$ cat src/rtl/text_line_streamer.sv
// text_line_streamer
//   Streams one fixed-length text line per request. A line index selects a
//   word range [tbl_start, tbl_end] from an external line table; the words
//   are fetched from an external character memory, unpacked most-significant
//   byte first, and sent over a valid/ready character stream. Lines shorter
//   than LINE_LEN are filled with PAD_CHAR, longer lines are cut at LINE_LEN,
//   and a reversed range raises err and sends a full pad line.
//
// Ports
//   clk, rst            clock, asynchronous active-high reset
//   start, line_sel     request pulse and line index (taken only when idle)
//   busy, err           request in progress / sticky range error
//   tbl_line            registered line-table index
//   tbl_start, tbl_end  word range from the table, one cycle after tbl_line
//   mem_addr            registered character-memory word address
//   mem_data            memory word, one cycle after mem_addr
//   char_data/valid/ready/last  character stream, last on the LINE_LEN-th char
module text_line_streamer #(
  parameter int         ADDR_W     = 8,
  parameter int         WORD_BYTES = 2,
  parameter int         LINE_W     = 8,
  parameter int         LINE_LEN   = 16,
  parameter logic [7:0] PAD_CHAR   = 8'h20
) (
  input  logic                    clk,
  input  logic                    rst,
  input  logic                    start,
  input  logic [LINE_W-1:0]       line_sel,
  output logic                    busy,
  output logic                    err,
  output logic [LINE_W-1:0]       tbl_line,
  input  logic [ADDR_W-1:0]       tbl_start,
  input  logic [ADDR_W-1:0]       tbl_end,
  output logic [ADDR_W-1:0]       mem_addr,
  input  logic [8*WORD_BYTES-1:0] mem_data,
  output logic [7:0]              char_data,
  output logic                    char_valid,
  input  logic                    char_ready,
  output logic                    char_last
);

  localparam int DW   = 8*WORD_BYTES;
  localparam int BI_W = (WORD_BYTES > 1) ? $clog2(WORD_BYTES) : 1;
  localparam logic [7:0]      LAST_IDX  = 8'(LINE_LEN - 1);
  localparam logic [BI_W-1:0] LAST_BYTE = BI_W'(WORD_BYTES - 1);

  typedef enum logic [2:0] {IDLE, TBL, RANGE, FETCH, EMIT, PAD} state_t;

  state_t            state;
  logic [ADDR_W-1:0] end_q;
  logic [DW-1:0]     sreg;      // remaining bytes of the current word, next at top
  logic [BI_W-1:0]   byte_idx;
  logic [7:0]        cnt;       // characters already handed over
  logic              fetch_ph;  // 0: memory read in flight, 1: capture word
  logic              xfer;
  logic [7:0]        cnt_nxt;

  assign xfer    = char_valid & char_ready;
  assign cnt_nxt = cnt + 8'd1;

  always_ff @(posedge clk or posedge rst) begin
    if (rst) begin
      state      <= IDLE;
      busy       <= 1'b0;
      err        <= 1'b0;
      tbl_line   <= '0;
      mem_addr   <= '0;
      char_data  <= PAD_CHAR;
      char_valid <= 1'b0;
      char_last  <= 1'b0;
      end_q      <= '0;
      sreg       <= '0;
      byte_idx   <= '0;
      cnt        <= '0;
      fetch_ph   <= 1'b0;
    end else begin
      case (state)
        IDLE: begin
          if (start) begin
            tbl_line <= line_sel;
            busy     <= 1'b1;
            err      <= 1'b0;
            cnt      <= '0;
            state    <= TBL;
          end
        end
        TBL: state <= RANGE;
        RANGE: begin
          end_q <= tbl_end;
          if (tbl_start > tbl_end) begin
            // Reversed range: keep framing by sending a full pad line.
            err        <= 1'b1;
            char_data  <= PAD_CHAR;
            char_valid <= 1'b1;
            char_last  <= (LAST_IDX == 8'd0);
            state      <= PAD;
          end else begin
            mem_addr <= tbl_start;
            fetch_ph <= 1'b0;
            state    <= FETCH;
          end
        end
        FETCH: begin
          if (!fetch_ph) begin
            fetch_ph <= 1'b1;
          end else begin
            char_data  <= mem_data[DW-1 -: 8];
            sreg       <= mem_data << 8;
            byte_idx   <= '0;
            char_valid <= 1'b1;
            char_last  <= (cnt == LAST_IDX);
            state      <= EMIT;
          end
        end
        EMIT: begin
          if (xfer) begin
            cnt <= cnt_nxt;
            if (char_last) begin
              // Line complete; any bytes left in sreg are dropped.
              busy       <= 1'b0;
              char_valid <= 1'b0;
              char_last  <= 1'b0;
              state      <= IDLE;
            end else if (byte_idx == LAST_BYTE) begin
              if (mem_addr == end_q) begin
                char_data <= PAD_CHAR;
                char_last <= (cnt_nxt == LAST_IDX);
                state     <= PAD;
              end else begin
                char_valid <= 1'b0;
                mem_addr   <= mem_addr + ADDR_W'(1);
                fetch_ph   <= 1'b0;
                state      <= FETCH;
              end
            end else begin
              char_data <= sreg[DW-1 -: 8];
              sreg      <= sreg << 8;
              byte_idx  <= byte_idx + BI_W'(1);
              char_last <= (cnt_nxt == LAST_IDX);
            end
          end
        end
        PAD: begin
          if (xfer) begin
            cnt <= cnt_nxt;
            if (char_last) begin
              busy       <= 1'b0;
              char_valid <= 1'b0;
              char_last  <= 1'b0;
              state      <= IDLE;
            end else begin
              char_last <= (cnt_nxt == LAST_IDX);
            end
          end
        end
        default: state <= IDLE;
      endcase
    end
  end

endmodule
$ cat config.mk
export PLATFORM = sky130hd
export DESIGN_NAME = text_line_streamer
export DESIGN_NICKNAME = d
export VERILOG_FILES = /design/src/rtl/text_line_streamer.sv
export SDC_FILE = /design/constraint.sdc
export NUM_CORES = 1
export LEC_CHECK = 0
export ABC_AREA = 1
export BUFFER_PORTS_ARGS = -buffer_cell sky130_fd_sc_hd__buf_2
export CAP_MARGIN = 20
export CORE_MARGIN = 2
export CORE_UTILIZATION = 55
export DETAILED_ROUTE_END_ITERATION = 10
export PLACE_DENSITY_LB_ADDON = 0.15
export RECOVER_POWER = 50
export SLEW_MARGIN = 30
export SYNTH_ARGS = -nofsm -noshare
export SYNTH_HDL_FRONTEND = slang
export SYNTH_SLANG_ARGS = --single-unit
$ cat constraint.sdc
create_clock -name clk -period 2 [get_ports clk]
set_input_delay 0.2 -clock clk [delete_from_list [all_inputs] [get_ports clk]]
set_output_delay 0.2 -clock clk [all_outputs]
set_load 0.01 [all_outputs]
==> results.txt, run 1 <==
Status - completed
GPL Wtd Cong - 0.893
Vias/cell - 5.23
Clk sink count - 57
Async set-or-reset flop fraction in the synthesized netlist - 100%
Cell Area, Placed - 0.00383 mm²
Setup violations, final - 0
Max_slew headroom - 51.7%
Number of flops mapped to enable cells by yosys - 0
I/O pins - 72
Tcrit/Tclk final - 89.9%
Fin area - 0.00402 mm²
Count leader, synth - nand2_1
Core ar. - 0.00592 mm²
Fin nets - 566
Crit Path Category - reg2reg
Hold Vio Cnt, Final - 0
Resized cells post-CTS - 0
Slew Viols, Final - 0
Slowest cell on crit path - dfrtp_1
Vias in the first global route - 2877
Ys flop type - dfrtp_1
Detailed Routing Iterations Pass 1 - 5
Initial Utilization - 56.8%
CP Data Required Time - 2.23 ns
CTS tree - yes
Largest net degree at the start of global routing - 21
Leakage - 2.06 nW
Critical Path Fanout Max - 13
Max_cap viols - 0
WP buf/inv - 3
Syn Nets - 480
Achievable Freq - 0.556 GHz
CTS Hold Bufs - 1
Share of cells above drive strength 1 - 23.3%
Die height - 82.2 µm
Routed wire length - 8.05 mm
Place WS - 0.178 ns
CP delay by family, top - simple AND/OR/NAND/NOR gates
Residual DRC - 0
CP Cell Sequence - inv_2 > nand2_1 > nor2_1 > buf_4 > nand3_2 > nand2_2 > inv_2 > nand3_1 > nand2_1
Seq cells post-synth - 57
H-Tree Depth - 3
Detailed Route Iter0 Violations - 139
Total track usage - 25.8%
Overflow after GRT - 0
Final design utilization - 67.8%
Setup TNS - 0 ns
Antenna-violating nets left - 0
Post-synthesis sequential area ratio - 42.4%
Clock skew - 0.00850 ns
Initial antenna violation count - 0
PD cells - 1360 mW/mm²
Syn Inst Count - 425
Critical Path AT - 2.02 ns
Startpoint Class - flop
Post-Syn Area per Cell - 7.92 µm²
Largest area contributor in the netlist - dfrtp_1
Minimum hold slack - 0.0825 ns
Die area - 0.00676 mm²
Ys Warns - 0
Maximum root-to-sink buffer count - 2
Fill cells - 533
PortBufs - 71
Root Driver - clkbuf_8
Hold Crit Class - in2reg
ANT cells - 0
CTS buffer count - 9
Postcts setup bufs - 0
Yosys top cell area share - 41.6%
Clk Latency, worst-skew pair - 0.34 ns
RSZ-0062 raised after global routing - false
Worst Slack Setup Final - 0.202 ns
Synth cell count leaders - 123 x nand2_1, 56 x dfrtp_1, 55 x inv_1
CP max stage delay - 0.46 ns
VDD IR max - 0.000680 V
Final worst path period need - 1.80 ns
Hpwl dp - 6.06 mm
First-pass GRT wire length - 13.2 mm
Synth area leaders - dfrtp_1 42%, nand2_1 14%, inv_1 6.1%, nand3_1 4.6%, ha_1 4.1%
Placement Rows - 28
Layout area overhead - 19.3%
Reg clk slew, reported paths - 0.07 ns
Cell Area, Synth - 0.00337 mm²
Overall via count from detail_route - 3091
Least-Margin Pin Slew - 0.723 ns
DR WL/cell - 13.6 µm
Unique cell type count in the Yosys netlist - 38
Horiz. Die Dim - 82.2 µm
Nature of the critical path endpoint - flop
## where the power goes
part           internal [mW]  switching, mW
Clock                  0.610          0.501
Combinational          0.908           1.51
Sequential              1.59          0.314
Total                   3.11           2.33
## cell usage in the layout (no fill, tap or decap), types with 2 or more instances in the layout
master      netlist  layout
o21ai_0          25      25
xnor2_1           5       5
nand2_2           5       5
clkinvlp_4        0       2
nand2_1         123     123
a21oi_1           5       5
a22oi_1           7       7
mux2_2            8       8
ha_1             11      11
nand4_1           7       7
clkbuf_2          0       2
dfrtp_1          56      56
clkbuf_1          0      18
buf_2             3      53
xor2_1            2       2
clkinv_4          0       2
o21ai_1           8       8
o21ai_2           8       8
inv_1            55      55
buf_4             2       8
clkbuf_8          0      10
nand3_1          31      31
o22ai_1           5       5
o21bai_1          8       8
nand2_4           2       2
inv_2             8       8
nor3_1            2       2
nand3_2           2       2
nor2_1           23      23
## per-layer routing
layer	up-vias	wire (µm)	GRT usage [%]
met2	110	3940	42.1
li1	1551	-	-
met3	9	539	7.07
met1	1421	3490	33.4
met5	-	0	0
met4	0	87	7.83
## state kept, by name (all words and copies together) (netlist names)
signal and flops:
mem_addr 8, end_q 8, char_data 8, cnt 8, tbl_line 8, busy 1
char_valid 1, fetch_ph 1, state 3, sreg 8, byte_idx 1, err 1
char_last 1
## worst paths after layout
kind / from / to / slack [ns] / cells after the start
setup / recovery: state[2] / mem_addr[5] / 0.20 / 9
hold / removal: tbl_end[2] / end_q[2] / 0.08 / 3
setup reg to reg: state[2] / mem_addr[5] / 0.20 / 9
hold reg to reg: char_data[4] / char_data[4] / 0.48 / 2
max in group asynchronous: rst / cnt[1] / 0.49 / 4
min in group asynchronous: rst / tbl_line[4] / 0.53 / 3
## cell type report
type	count	area, µm²	share of cell area [%]
clock inverter	6	67.6	1.68
sequential	57	1430	35.5
tap	75	93.8	2.34
timing repair buffer	82	413	10.3
multi-input combinational	298	1640	40.8
inverter	63	236	5.89
clock buffer	10	138	3.43
## cell families (layout without fill, tap and decap cells)
| kind of cell | after synthesis | count (layout) | synth area share [%] |
|---|---|---|---|
| adder cells (fa/ha/maj) | 11 | 11 | 4.09 |
| flip-flops | 57 | 57 | 42.4 |
| buffers and inverters | 70 | 161 | 8.85 |
| AND/OR/NAND/NOR | 200 | 200 | 26.5 |
| XOR/XNOR | 7 | 7 | 1.82 |
| AO/OA/AOI/OAI | 72 | 72 | 13.6 |
| multiplexers | 8 | 8 | 2.68 |
## metrics by stage
stage | power [mW] | cells
floorplan | 3.69 | 425
global placement | 4.29 | 574
detailed placement | 4.37 | 574
CTS | 5.51 | 591
global route | 5.91 | 591
finish | 5.44 | 591
## tightest hold or removal path, delay by kind of cell
kind / cells / cell delay (ns)
AO/OA/AOI/OAI: 1 / 0.06
buffers and inverters: 1 / 0.09
AND/OR/NAND/NOR: 1 / 0.05
Power figures use the tool's default switching activity.
==> run 2: changes to the inputs <==
- CORE_ASPECT_RATIO: not set -> 1.75
==> run 2 against run 1 <==
Via count unchanged. Cell count is 0.68% higher. Largest power group unchanged. Global-route usage is 0.36 points lower. First-iteration DRC count increased by 40%. Sequential power about the same.
==> results.txt, run 2 (synthesis results as in run 1) <==
Status - completed
ANT cells - 0 (unchanged)
CTS buffer count - 9 (unchanged)
Tcrit/Tclk final - 89.8% (-0.12 points)
Fin nets - 568 (+0.35%)
Setup violations, final - 0 (unchanged)
Pwr Total - 5.39 mW (-1.0%)
PD cells - 1340 mW/mm² (-0.85%)
VDD IR max - 0.000796 V (+17%)
Dpl cells - 579 (+0.87%)
Final worst path period need - 1.80 ns (-0.00232 ns)
CP Data Required Time - 2.21 ns (-0.02 ns)
Root Driver - clkbuf_8
PortBufs - 71 (unchanged)
Critical Path AT - 2.01 ns (about the same)
Total track usage - 25.4% (-0.36 points)
Leakage - 2.04 nW (-0.89%)
Die height - 107 µm (+31%)
Horiz. Die Dim - 63.1 µm (-23%)
Overflow after GRT - 0 (unchanged)
I/O pins - 72 (unchanged)
Hold Vio Cnt, Final - 0 (unchanged)
Overall via count from detail_route - 3091 (unchanged)
Initial Utilization - 57.2% (+0.40 points)
Placement Rows - 37 (+32%)
Detailed Routing Iterations Pass 1 - 5 (unchanged)
Slew Viols, Final - 0 (unchanged)
Clock skew - 0.00984 ns (+0.00135 ns)
Resized cells post-CTS - 0 (unchanged)
CTS Hold Bufs - 1 (unchanged)
Commonest cells after routing, fill and taps aside - 123 x nand2_1, 56 x dfrtp_1, 55 x inv_1
Multi-input gate area in the final layout - 0.00164 mm² (unchanged)
Residual DRC - 0 (unchanged)
Share of cells above drive strength 1 - 21.3% (-2.0 points)
Setup TNS - 0 ns (unchanged)
Commonest non-fill, non-tap cell in the layout - nand2_1
DR WL/cell - 13.2 µm (-2.7%)
Largest net degree at the start of global routing - 25 (+19%)
Vias in the first global route - 3055 (+6.2%)
Clk Latency, worst-skew pair - 0.34 ns (about the same)
CTS tree - yes
Core ar. - 0.00588 mm² (-0.70%)
Reg clk slew, reported paths - 0.06 ns (about the same)
Die area - 0.00679 mm² (+0.37%)
Postcts setup bufs - 0 (unchanged)
Least-Margin Pin Slew - 0.891 ns (+0.168 ns)
Max_slew headroom - 40.5% (-11 points)
RSZ-0062 raised after global routing - false
Nature of the critical path endpoint - flop
Register Area - 0.00143 mm² (unchanged)
Critical Path Fanout Max - 16 (+3)
Post-Layout Cell Count - 595 (+0.68%)
Maximum root-to-sink buffer count - 2 (unchanged)
Hold Crit Class - in2reg
Antenna-violating nets left - 0 (unchanged)
Initial antenna violation count - 0 (unchanged)
Layout area overhead - 19.1%
Hpwl dp - 6.18 mm (+2.0%)
Max_cap viols - 0 (unchanged)
Clk sink count - 57 (unchanged)
Detailed Route Iter0 Violations - 195 (+40%)
H-Tree Depth - 3 (unchanged)
Startpoint Class - flop
First-pass GRT wire length - 13.5 mm (+1.9%)
Achievable Freq - 0.557 GHz (+0.13%)
Vias/cell - 5.19 (-0.67%)
Routed wire length - 7.88 mm (-2.1%)
GPL Wtd Cong - 0.900 (+0.74%)
Crit Path Category - reg2reg
Fill cells - 550 (+3.2%)
==> run 2: cell type report <==
class	count	share of cell area, %
Multi-Input combinational cell	298	40.9
Clock inverter	3	0.998
Sequential cell	57	35.6
Timing Repair Buffer	84	10.3
Tap cell	78	2.43
Clock buffer	12	3.87
Inverter	63	5.90
==> run 2: worst max-delay path, stage by stage, from the launching register on <==
cell     delay (ns)
dfrtp_1        0.44
inv_1          0.15
nand2_1        0.06
nand2_1        0.06
nand2_1        0.06
nor2_1         0.22
nand2_1        0.14
nand3_1        0.13
nand3_4        0.22
nand2_1        0.14
o21ai_2        0.06
==> run 2: layer usage <==
metal	up-vias	routed length, µm	global-route usage (%)
li1	1562	-	-
met1	1429	3010	27.9
met2	88	4430	47.5
met3	12	316	4.71
met4	0	129	10.0
met5	-	0	0
==> run 2: worst paths after layout <==
path / startpoint / endpoint / slack [ns] / cells after the start
min in group asynchronous: rst / char_valid / 0.60 / 3
max reg2reg: mem_addr[5] / char_data[6] / 0.20 / 10
min: tbl_end[6] / end_q[6] / 0.09 / 3
max in group asynchronous: rst / mem_addr[5] / 0.40 / 4
max: mem_addr[5] / char_data[6] / 0.20 / 10
min reg2reg: char_data[2] / char_data[2] / 0.48 / 2
==> run 2: stage by stage <==
| stage | hold slack (ns) | utilization (%) | setup slack (ns) | area, µm² |
|---|---|---|---|---|
| 6_report | 0.0905 | 68.2 | 0.204 | 4010 |
| 5_1_grt | 0.0898 | 68.2 | 0.0318 | 4010 |
| 4_1_cts | 0.0783 | 68.9 | 0.214 | 4050 |
| 3_5_place_dp | 0.254 | 65.4 | 0.161 | 3850 |
| 3_3_place_gp | 0.257 | 65.4 | 0.224 | 3850 |
| 2_1_floorplan | 0.317 | - | 0.389 | 3370 |
==> run 2: report_power, final <==
group	internal (mW)	total, mW	switching, mW
combinational	0.896	2.40	1.50
clock	0.633	1.08	0.448
sequential	1.60	1.91	0.314
==> run 3: changes to the inputs <==
- ABC_AREA: 1 -> not set
- CORE_UTILIZATION: 55 -> 54
- MAX_ROUTING_LAYER: not set -> met4
==> run 3 against run 2 <==
Worst hold slack worse by 0.018 ns. Highest routed layer unchanged. Critical endpoint is now char_data[3]. Register-to-register slack lost 0.18 ns. Largest power group unchanged. First-iteration DRC count fell by 43%. Non-clock buffer count increased by 15. Final area increased by 0.12%. Total power is 6.4% higher. Synthesized area decreased by 6.8%. Flip-flop and latch count unchanged. Critical path depth down 3. Clock power is 12% higher.
==> results.txt, run 3 <==
Status - completed
PD cells - 1430 mW/mm² (+6.3%)
CP Data Required Time - 2.24 ns (+0.03 ns)
Post-synthesis simple-gate area fraction - 16.8% (-9.7 points)
Horiz. Die Dim - 61.6 µm (-2.4%)
Syn Inst Count - 316 (-26%)
CTS tree - yes
Unique cell type count in the Yosys netlist - 53 (+39%)
ANT cells - 0 (unchanged)
PortBufs - 71 (unchanged)
Detailed Routing Iterations Pass 1 - 4 (-1)
Mux contribution to synthesized area - 9.29% (+6.6 points)
Dpl cells - 479 (-17%)
Register Area - 0.00143 mm² (unchanged)
Achievable Freq - 0.506 GHz (-9.1%)
Ys Warns - 0 (unchanged)
Largest net degree at the start of global routing - 35 (+40%)
Cell Area, Synth - 0.00314 mm² (-6.8%)
Ys flop type - dfrtp_1
Async set-or-reset flop fraction in the synthesized netlist - 100% (unchanged)
Die height - 105 µm (-2.5%)
I/O pins - 72 (unchanged)
Vias/cell - 5.51 (+6.0%)
Count leader, synth - dfrtp_1
FF-to-FF path depth - 7 (-3)
Clk sink count - 57 (unchanged)
Reg clk slew, reported paths - 0.07 ns (about the same)
Largest area contributor in the netlist - dfrtp_1
Hpwl dp - 5.53 mm (-10%)
Xor/xnor share of the synthesized area - 2.79% (+0.97 points)
Main combinational cell family by area after synthesis - simple AND/OR/NAND/NOR gates
Slew Viols, Final - 0 (unchanged)
Syn Nets - 371 (-23%)
Pwr Total - 5.73 mW (+6.4%)
Hold Crit Class - in2reg
Fill cells - 460 (-16%)
Synth cell count leaders - 56 x dfrtp_1, 30 x o21ai_0, 26 x nand2_1
Share of cells above drive strength 1 - 32.3% (+11 points)
Seq cells post-synth - 57 (unchanged)
Maximum root-to-sink buffer count - 2 (unchanged)
Post-Layout Cell Count - 497 (-16%)
Yosys top cell area share - 44.7% (+3.0 points)
Routed wire length - 7.62 mm (-3.3%)
Initial Utilization - 56.2% (-1.1 points)
Root Driver - clkbuf_8
Total track usage - 26.2% (+0.78 points)
First-pass GRT wire length - 12.2 mm (-9.6%)
Max_cap viols - 0 (unchanged)
Critical Path Fanout Max - 8 (-8)
Residual DRC - 0 (unchanged)
Placement Rows - 36 (-2.7%)
Leakage - 1.89 nW (-7.4%)
Startpoint Class - flop
Clock skew - 0.00769 ns (-0.00215 ns)
Least-Margin Pin Slew - 0.880 ns (-0.0116 ns)
Multi-input gate area in the final layout - 0.00161 mm² (-1.8%)
Vias in the first global route - 2748 (-10%)
Nature of the critical path endpoint - flop
Final design utilization - 71.9% (+3.7 points)
Commonest cells after routing, fill and taps aside - 56 x dfrtp_1, 54 x buf_2, 30 x o21ai_0
Initial antenna violation count - 0 (unchanged)
Fin nets - 471 (-17%)
Post-Syn Area per Cell - 9.93 µm² (+25%)
Post-synthesis sequential area ratio - 45.5% (+3.1 points)
Worst hold stages - 2 (-1)
Die area - 0.00646 mm² (-4.8%)
RSZ-0062 raised after global routing - true
Crit Path Category - reg2reg
Setup TNS - 0 ns (unchanged)
Detailed Route Iter0 Violations - 112 (-43%)
Setup violations, final - 0 (unchanged)
Place WS - -0.0302 ns (-0.191 ns)
Core ar. - 0.00559 mm² (-5.0%)
Overflow after GRT - 0 (unchanged)
GPL Wtd Cong - 0.923 (+2.6%)
Critical Path AT - 2.21 ns (+0.20 ns)
VDD IR max - 0.000789 V (-0.92%)
H-Tree Depth - 3 (unchanged)
CTS buffer count - 9 (unchanged)
Max_slew headroom - 41.3% (+0.77 points)
Clk Latency, worst-skew pair - 0.35 ns (about the same)
Antenna-violating nets left - 0 (unchanged)
Tcrit/Tclk final - 98.7% (+8.9 points)
Worst Slack Setup Final - 0.0254 ns (-0.179 ns)
Layout area overhead - 28.0%
Final worst path period need - 1.97 ns (+0.179 ns)
Overall via count from detail_route - 2737 (-11%)
DR WL/cell - 15.3 µm (+16%)
Synth area leaders - dfrtp_1 45%, mux2_2 9.0%, o21ai_0 4.8%, ha_1 4.4%, nand2_1 3.1%
Fraction of the mapped netlist area in compound gates - 16.5% (+2.9 points)
R2r setup slk - 0.03 ns (-0.18 ns)
Commonest non-fill, non-tap cell in the layout - dfrtp_1
Number of flops mapped to enable cells by yosys - 0 (unchanged)
Hold Vio Cnt, Final - 0 (unchanged)
Adder-Cell Fraction of Synth Area - 4.39% (+0.30 points)
run 3: logic make-up after synthesis:
family	count (synthesis)
multiplexers	26
AND/OR/NAND/NOR	99
AO/OA/AOI/OAI	79
adder cells (fa/ha/maj)	11
XOR/XNOR	10
flip-flops	57
buffers and inverters	34
run 3: per-layer routing:
| layer | up-vias | global-route usage, % | routed length [µm] |
|---|---|---|---|
| met4 | 0 | 12.9 | 291 |
| li1 | 1328 | - | - |
| met5 | - | - | 0 |
| met1 | 1307 | 29.9 | 3040 |
| met3 | 25 | 6.44 | 300 |
| met2 | 77 | 41.4 | 3990 |
run 3: final timing paths:
kind	from	to
worst max-delay path	end_q[3]	char_data[3]
worst min-delay path	line_sel[2]	tbl_line[2]
worst max register to register	end_q[3]	char_data[3]
worst min register to register	char_data[7]	char_data[7]
max in group asynchronous	rst	end_q[7]
min in group asynchronous	rst	sreg[8]
run 3: worst max-delay path: stages, from the launching register on:
cell and delay (ns):
dfrtp_1 0.39, xor2_1 0.18, nor4_2 0.35, nand2_1 0.17
nand2_2 0.09, o211a_1 0.23, buf_12 0.15, mux2_4 0.30
run 3: area by class of cell:
class,instances,area share (%)
clock buffers,11,3.52
inverters,24,2.24
flip-flops and latches,57,35.6
well taps,76,2.37
repair buffers,99,14.2
clock inverters,5,1.96
multi-input cells,225,40.1
run 3: what timing repair did:
| action | in CTS | in global routing |
|---|---|---|
| pin swaps | 0 | 5 |
| setup endpoints to repair | 7 | 8 |
| gates resized for setup | 1 | 9 |
| buffers inserted | 0 | 1 |
| endpoints found under the hold margin | 22 | 0 |
| hold buffers | 1 | 0 |
run 3: power by group:
part | internal, mW | switching (mW)
Combinational | 1.24 | 1.30
Sequential | 1.63 | 0.358
Clock | 0.733 | 0.477
run 3: metrics by stage:
| stage | hold WS [ns] | instance area (µm²) |
|---|---|---|
| floorplan | 0.339 | 3140 |
| global placement | 0.268 | 3770 |
| detailed placement | 0.272 | 3770 |
| CTS | 0.0654 | 4010 |
| global route | 0.0718 | 4020 |
| finish | 0.0728 | 4020 |
